**config.mk**
```make
export PLATFORM = sky130hd
export DESIGN_NAME = pzc_baseline_restorer
export DESIGN_NICKNAME = d
export VERILOG_FILES = /design/src/rtl/pzc_pkg.sv /design/src/rtl/pzc_sat_acc.sv /design/src/rtl/pzc_baseline_restorer.sv
export SDC_FILE = /design/constraint.sdc
export NUM_CORES = 1
export LEC_CHECK = 0
export CORE_ASPECT_RATIO = 1.2
export CORE_MARGIN = 2
export CORE_UTILIZATION = 45
export DETAILED_ROUTE_END_ITERATION = 8
export GPL_TIMING_DRIVEN = 0
export PLACE_DENSITY_LB_ADDON = 0.25
export SYNTH_ARGS = -nofsm -noshare
export SYNTH_HDL_FRONTEND = slang
export SYNTH_HIERARCHICAL = 1
export SYNTH_SLANG_ARGS = --single-unit
```
**constraint.sdc**
```tcl
create_clock -name clk -period 10.1 [get_ports clk]
set_clock_uncertainty 0.05 [all_clocks]
set_input_delay 2.525 -clock clk [delete_from_list [all_inputs] [get_ports clk]]
set_output_delay 2.525 -clock clk [all_outputs]
set_load 0.02 [all_outputs]
```
**src/rtl/pzc_pkg.sv**
```systemverilog
// Shared types and helpers for the pole-zero cancellation / baseline restorer.
package pzc_pkg;

    typedef enum logic [1:0] {
        MASKED  = 2'd0,
        HOLDOFF = 2'd1,
        ACCUM   = 2'd2,
        APPLY   = 2'd3
    } pzc_state_e;

    localparam logic [1:0] MODE_OFF = 2'd0;
    localparam logic [1:0] MODE_NEG = 2'd1;
    localparam logic [1:0] MODE_ALL = 2'd2;

    localparam int SAT_W = 64;

    // Clamp a wide signed value into the range of an nbits-wide signed number.
    function automatic logic signed [SAT_W-1:0] sat_resize(input logic signed [SAT_W-1:0] v,
                                                           input int nbits);
        logic signed [SAT_W-1:0] hi;
        logic signed [SAT_W-1:0] lo;
        hi = (64'sd1 <<< (nbits - 1)) - 64'sd1;
        lo = -(64'sd1 <<< (nbits - 1));
        if (v > hi) return hi;
        else if (v < lo) return lo;
        else return v;
    endfunction

endpackage

```
**src/rtl/pzc_sat_acc.sv**
```systemverilog
// Signed add with saturation to W_OUT bits; o_sat flags that clamping occurred.
module pzc_sat_acc
    import pzc_pkg::*;
#(
    parameter int W_IN  = 41,
    parameter int W_OUT = 28
) (
    input  logic signed [W_IN-1:0]  i_a,
    input  logic signed [W_IN-1:0]  i_b,
    output logic signed [W_OUT-1:0] o_y,
    output logic                    o_sat
);

    logic signed [W_IN:0]      w_sum;
    logic signed [SAT_W-1:0]   w_ext;
    logic signed [SAT_W-1:0]   w_clamp;

    // One guard bit keeps the raw sum exact before clamping.
    assign w_sum   = W_IN'(i_a) + W_IN'(i_b) + (W_IN+1)'(0);
    assign w_ext   = SAT_W'(w_sum);
    assign w_clamp = sat_resize(w_ext, W_OUT);
    assign o_y     = w_clamp[W_OUT-1:0];
    assign o_sat   = (w_clamp != w_ext);

endmodule

```
**src/rtl/pzc_baseline_restorer.sv**
```systemverilog
// Pole-zero cancellation with a windowed baseline estimate that is subtracted once per window.
module pzc_baseline_restorer
    import pzc_pkg::*;
#(
    parameter int NBITS_IN   = 12,
    parameter int NBITS_OUT  = 28,
    parameter int NBITS_M    = 12,
    parameter int LOG2_K     = 4,
    parameter int NBITS_HOLD = 12
) (
    input  logic                        clk,
    input  logic                        rst,
    input  logic                        in_valid,
    input  logic signed [NBITS_IN-1:0]  in_data,
    input  logic                        bt_mask,
    input  logic [NBITS_M-1:0]          m_factor,
    input  logic [NBITS_HOLD-1:0]       holdoff,
    input  logic [1:0]                  mode,
    input  logic                        clr_ovf,
    output logic                        out_valid,
    output logic signed [NBITS_OUT-1:0] out_data,
    output logic                        ovf,
    output logic [15:0]                 corr_count,
    output logic [1:0]                  state_o
);

    localparam int W  = NBITS_OUT + NBITS_M + 1;
    localparam int SW = NBITS_OUT + LOG2_K + 1;
    localparam int NW = LOG2_K + 1;
    localparam logic [NW-1:0] N_FULL = NW'(2 ** LOG2_K);

    pzc_state_e                  r_state, w_state_nx;
    logic signed [NBITS_OUT-1:0] r_acc, r_out;
    logic signed [SW-1:0]        r_sum, w_sum_nx, w_sum_add;
    logic signed [SW-1:0]        r_corr, w_corr_nx;
    logic [NW-1:0]               r_n, w_n_nx, w_n_inc;
    logic [NBITS_HOLD-1:0]       r_hold_cnt, w_hold_nx, w_hold_inc;
    logic [15:0]                 r_corr_count, w_cc_nx;
    logic                        r_out_valid, r_ovf;

    logic signed [W-1:0]         w_x, w_acc, w_corr, w_m, w_mx, w_base, w_pz;
    logic signed [NBITS_OUT-1:0] w_acc_nx, w_pz_sat;
    logic                        w_acc_ovf, w_pz_ovf, w_qual;

    // A masked sample discards any pending correction, so it never reaches the datapath.
    assign w_x    = W'(in_data);
    assign w_acc  = W'(r_acc);
    assign w_corr = bt_mask ? '0 : W'(r_corr);
    assign w_m    = W'(signed'({1'b0, m_factor}));
    assign w_mx   = w_x * w_m;
    assign w_base = w_x + w_acc - w_corr;
    assign w_pz   = w_base + w_mx;

    pzc_sat_acc #(.W_IN(W), .W_OUT(NBITS_OUT)) u_acc_sat (
        .i_a   (w_base),
        .i_b   ('0),
        .o_y   (w_acc_nx),
        .o_sat (w_acc_ovf)
    );

    pzc_sat_acc #(.W_IN(W), .W_OUT(NBITS_OUT)) u_out_sat (
        .i_a   (w_base),
        .i_b   (w_mx),
        .o_y   (w_pz_sat),
        .o_sat (w_pz_ovf)
    );

    assign w_qual     = ((mode == MODE_NEG) && w_pz[W-1]) || (mode == MODE_ALL);
    assign w_sum_add  = r_sum + SW'(w_pz);
    assign w_n_inc    = r_n + NW'(1);
    assign w_hold_inc = r_hold_cnt + NBITS_HOLD'(1);

    always_comb begin
        w_state_nx = r_state;
        w_hold_nx  = r_hold_cnt;
        w_sum_nx   = r_sum;
        w_n_nx     = r_n;
        w_corr_nx  = r_corr;
        w_cc_nx    = r_corr_count;
        if (in_valid) begin
            if (bt_mask) begin
                w_state_nx = MASKED;
                w_hold_nx  = '0;
                w_sum_nx   = '0;
                w_n_nx     = '0;
                w_corr_nx  = '0;
            end else begin
                case (r_state)
                    MASKED: begin
                        w_hold_nx  = NBITS_HOLD'(1);
                        w_state_nx = (NBITS_HOLD'(1) >= holdoff) ? ACCUM : HOLDOFF;
                    end
                    HOLDOFF: begin
                        w_hold_nx = w_hold_inc;
                        if (w_hold_inc >= holdoff) w_state_nx = ACCUM;
                    end
                    ACCUM: begin
                        if (w_qual) begin
                            w_sum_nx = w_sum_add;
                            w_n_nx   = w_n_inc;
                            if (w_n_inc == N_FULL) begin
                                w_corr_nx  = w_sum_add >>> LOG2_K;
                                w_state_nx = APPLY;
                            end
                        end
                    end
                    APPLY: begin
                        w_corr_nx  = '0;
                        w_sum_nx   = '0;
                        w_n_nx     = '0;
                        w_cc_nx    = (r_corr_count == 16'hFFFF) ? r_corr_count : r_corr_count + 16'd1;
                        w_state_nx = ACCUM;
                    end
                    default: w_state_nx = MASKED;
                endcase
            end
        end
    end

    always_ff @(posedge clk or posedge rst) begin
        if (rst) begin
            r_state      <= MASKED;
            r_acc        <= '0;
            r_out        <= '0;
            r_sum        <= '0;
            r_corr       <= '0;
            r_n          <= '0;
            r_hold_cnt   <= '0;
            r_corr_count <= '0;
            r_out_valid  <= 1'b0;
            r_ovf        <= 1'b0;
        end else begin
            r_out_valid <= in_valid;
            if (in_valid) begin
                r_state      <= w_state_nx;
                r_acc        <= w_acc_nx;
                r_out        <= w_pz_sat;
                r_sum        <= w_sum_nx;
                r_corr       <= w_corr_nx;
                r_n          <= w_n_nx;
                r_hold_cnt   <= w_hold_nx;
                r_corr_count <= w_cc_nx;
            end
            // A saturation in the same cycle wins over a clear request.
            if (in_valid && (w_acc_ovf || w_pz_ovf)) r_ovf <= 1'b1;
            else if (clr_ovf) r_ovf <= 1'b0;
        end
    end

    assign out_valid  = r_out_valid;
    assign out_data   = r_out;
    assign ovf        = r_ovf;
    assign corr_count = r_corr_count;
    assign state_o    = r_state;

endmodule
```
==> flow_summary.json <==
{
  "status": "finished with violations",
  "violations": "negative setup slack",
  "regArea_um2": 3879,
  "first_global_vias": 22590,
  "required_ns": 10.40,
  "cp_max_fo": 5,
  "dieArea_um2": 55940,
  "final_cell_mix": "inv_1, nand2_1, ha_1",
  "cp-end-kind": "flip-flop",
  "cp_common_cell": "a21oi_2",
  "grt_max_degree": 126,
  "nets": 3682,
  "hp-class": "reg -> reg",
  "track_usage_pct": 26.93,
  "drtIter0Drc": 1329,
  "dp_hpwl_mm": 60.22,
  "clock.fmax_mhz": 93.40,
  "vias": 22800,
  "place_ws_ns": -2.758,
  "max_stage_delay_ns": 0.58,
  "maxCapViolations": 0,
  "drv_slew": 0,
  "drive_above_1_share_pct": 21.90,
  "start_util_pct": 45.44,
  "tightest_slew_ns": 0.8927,
  "cts_tree": "done",
  "synth_area_um2": 24320,
  "clkLatencyLatePin_ns": 0.47,
  "grt_use_met1_pct": 31.26,
  "die_h_um": 258.7,
  "top_usage_layer": "met2",
  "viasPerCell": 5.766,
  "final_antenna_net_count": 0,
  "synth-seq-cells": 155,
  "syn_inst": 2924,
  "fin_crit_sh_pct": 106.0,
  "finalHoldViolations": 0,
  "max-slew-margin-rel_pct": 40.49,
  "fill_cells": 4796,
  "antenna_cells": 0,
  "synthArstFlopShare_pct": 100.0,
  "ys_seq_area_share_pct": 15.95,
  "clk_pin_slew_ns": 0.07,
  "multi_input_area_um2": 20400,
  "rsz0062_at_grt": "true",
  "path_class": "in -> reg",
  "cts.sinks": 155,
  "synth_edf_count": 0,
  "finalCriticalPeriod_ns": 10.71,
  "synth.distinct_cells": 129,
  "grt-ovfl-total": 0,
  "layout_setup_ws_ns": -0.6065,
  "row_count": 93,
  "portBuffers": 90,
  "final_common_cell": "inv_1",
  "routed_wl_mm": 77.54,
  "firstDrtPassIters": 5,
  "grt_pass1_wl_mm": 119.4,
  "gp_congestion": 0.9269,
  "area.growth.synth_to_final_pct": 24.20,
  "synth-main-ff-cell": "dfrtp_1",
  "arrival_ns": 11.00,
  "setup_viol": 49,
  "cp-start-kind": "input port",
  "io_pins": 91,
  "grt.met3_usage_pct": 2.254,
  "critPathSlowestCell": "fa_1",
  "ys_warn_count": 6,
  "cts_buffers": 17,
  "clockBufferDepth": 2,
  "detail_route.wl_per_cell_um": 19.61,
  "core-area_um2": 53530,
  "grt_util_met2_pct": 48.42,
  "htreeDepth": 4,
  "antenna_found_initial": 0,
  "syn_area_per_cell_um2": 8.319,
  "die_w_um": 216.2,
  "ctsRootBufferMaster": "clkbuf_16",
  "route.detailed.drc": 0
}
-- logic make-up after synthesis --
logic type	synth area share [%]
adders and majority gates	25.23
and+or+nand+nor	18.67
buffers and inverters	7.428
DFF	15.95
muxes	4.907
AOI/OAI and AO/OA	21.61
xor gates and xnor gates	6.193
other	0.01542
-- repair_timing --
action / 4_1_cts / 5_1_grt
pin swaps: 93 / 157
resized for setup: 247 / 255
hold buffers: 0 / 0
setup endpoints to repair: 125 / 120
buffers inserted: 86 / 63
gates cloned: 9 / 3
-- sequential cells by signal, summed over array words and instances (netlist names) --
| signal | count |
|---|---|
| corr_count | 16 |
| out_data | 28 |
| out_valid | 1 |
| ovf | 1 |
| r_acc | 28 |
| r_corr | 29 |
| r_hold_cnt | 12 |
| r_n | 5 |
| r_sum | 33 |
| state_o | 2 |
-- synthesized netlist by cell type, types with 44 or more instances --
library cell  instances  area (µm²)
inv_1               315        1182
ha_1                276        3453
nand2_1             269        1010
a21oi_1             187       935.9
nor2_1              160       600.6
dfrtp_1             155        3879
o21ai_0             153       765.7
fa_1                134        2683
xnor2_1             105       919.6
a21o_1               87       653.1
and2_1               78       488.0
clkbuf_1             68       255.2
nand3_1              66       330.3
xor2_1               62       543.0
nor2b_1              55       344.1
nor3_1               53       265.3
mux2_2               49       551.8
nand4_1              44       275.3
-- worst max-delay path: cells and delay by family --
family / cells / cell delay (ns)
adders and majority gates: 8 / 3.12
AOI/OAI and AO/OA: 16 / 3.27
buffers and inverters: 5 / 0.48
and+or+nand+nor: 5 / 0.76
xor gates and xnor gates: 3 / 0.50
muxes: 1 / 0.31
-- per-stage QoR --
step / cells / hold WS (ns) / area (µm²) / util (%) / setup TNS [ns]
floorplan: 2965 / 0.4062 / 24960 / - / -1.595
global placement: 3767 / 0.4227 / 26750 / 49.98 / -239.01
detailed placement: 3768 / 0.4283 / 26790 / 50.04 / -247.08
CTS: 3893 / 0.4450 / 28840 / 53.88 / -16.19
global route: 3954 / 0.4525 / 30210 / 56.44 / -33.67
finish: 3954 / 0.4385 / 30210 / 56.44 / -21.38
-- layer usage --
metal / vias up / routed length, µm
li1: 10850 / -
met1: 11150 / 31290
met2: 612 / 39190
met3: 180 / 2463
met4: 0 / 4602
met5: - / 0
-- worst paths after layout --
path / start / end / slack, ns / cells past startpoint
worst max-delay path: m_factor[7] / r_corr[26] / -0.61 / 38
worst min-delay path: r_corr[1] / r_corr[1] / 0.44 / 1
worst max register to register: r_corr[1] / r_corr[26] / 2.40 / 32
worst min register to register: r_corr[1] / r_corr[1] / 0.44 / 1
max in group asynchronous: rst / out_data[24] / 6.69 / 3
min in group asynchronous: rst / corr_count[14] / 2.36 / 2
-- area by class of cell --
cell class / count / area share (%)
well taps: 712 / 2.949
flip-flops and latches: 155 / 12.84
inverters: 316 / 4.022
multi-input cells: 2379 / 67.54
repair buffers: 248 / 7.293
repair inverters: 1 / 0.02899
plain buffers: 111 / 3.284
clock buffers: 17 / 1.408
clock inverters: 15 / 0.6337
Power is left out: the tool's default activity adds up to more than one toggle a clock period on the data nets, which glitch-free logic cannot reach.
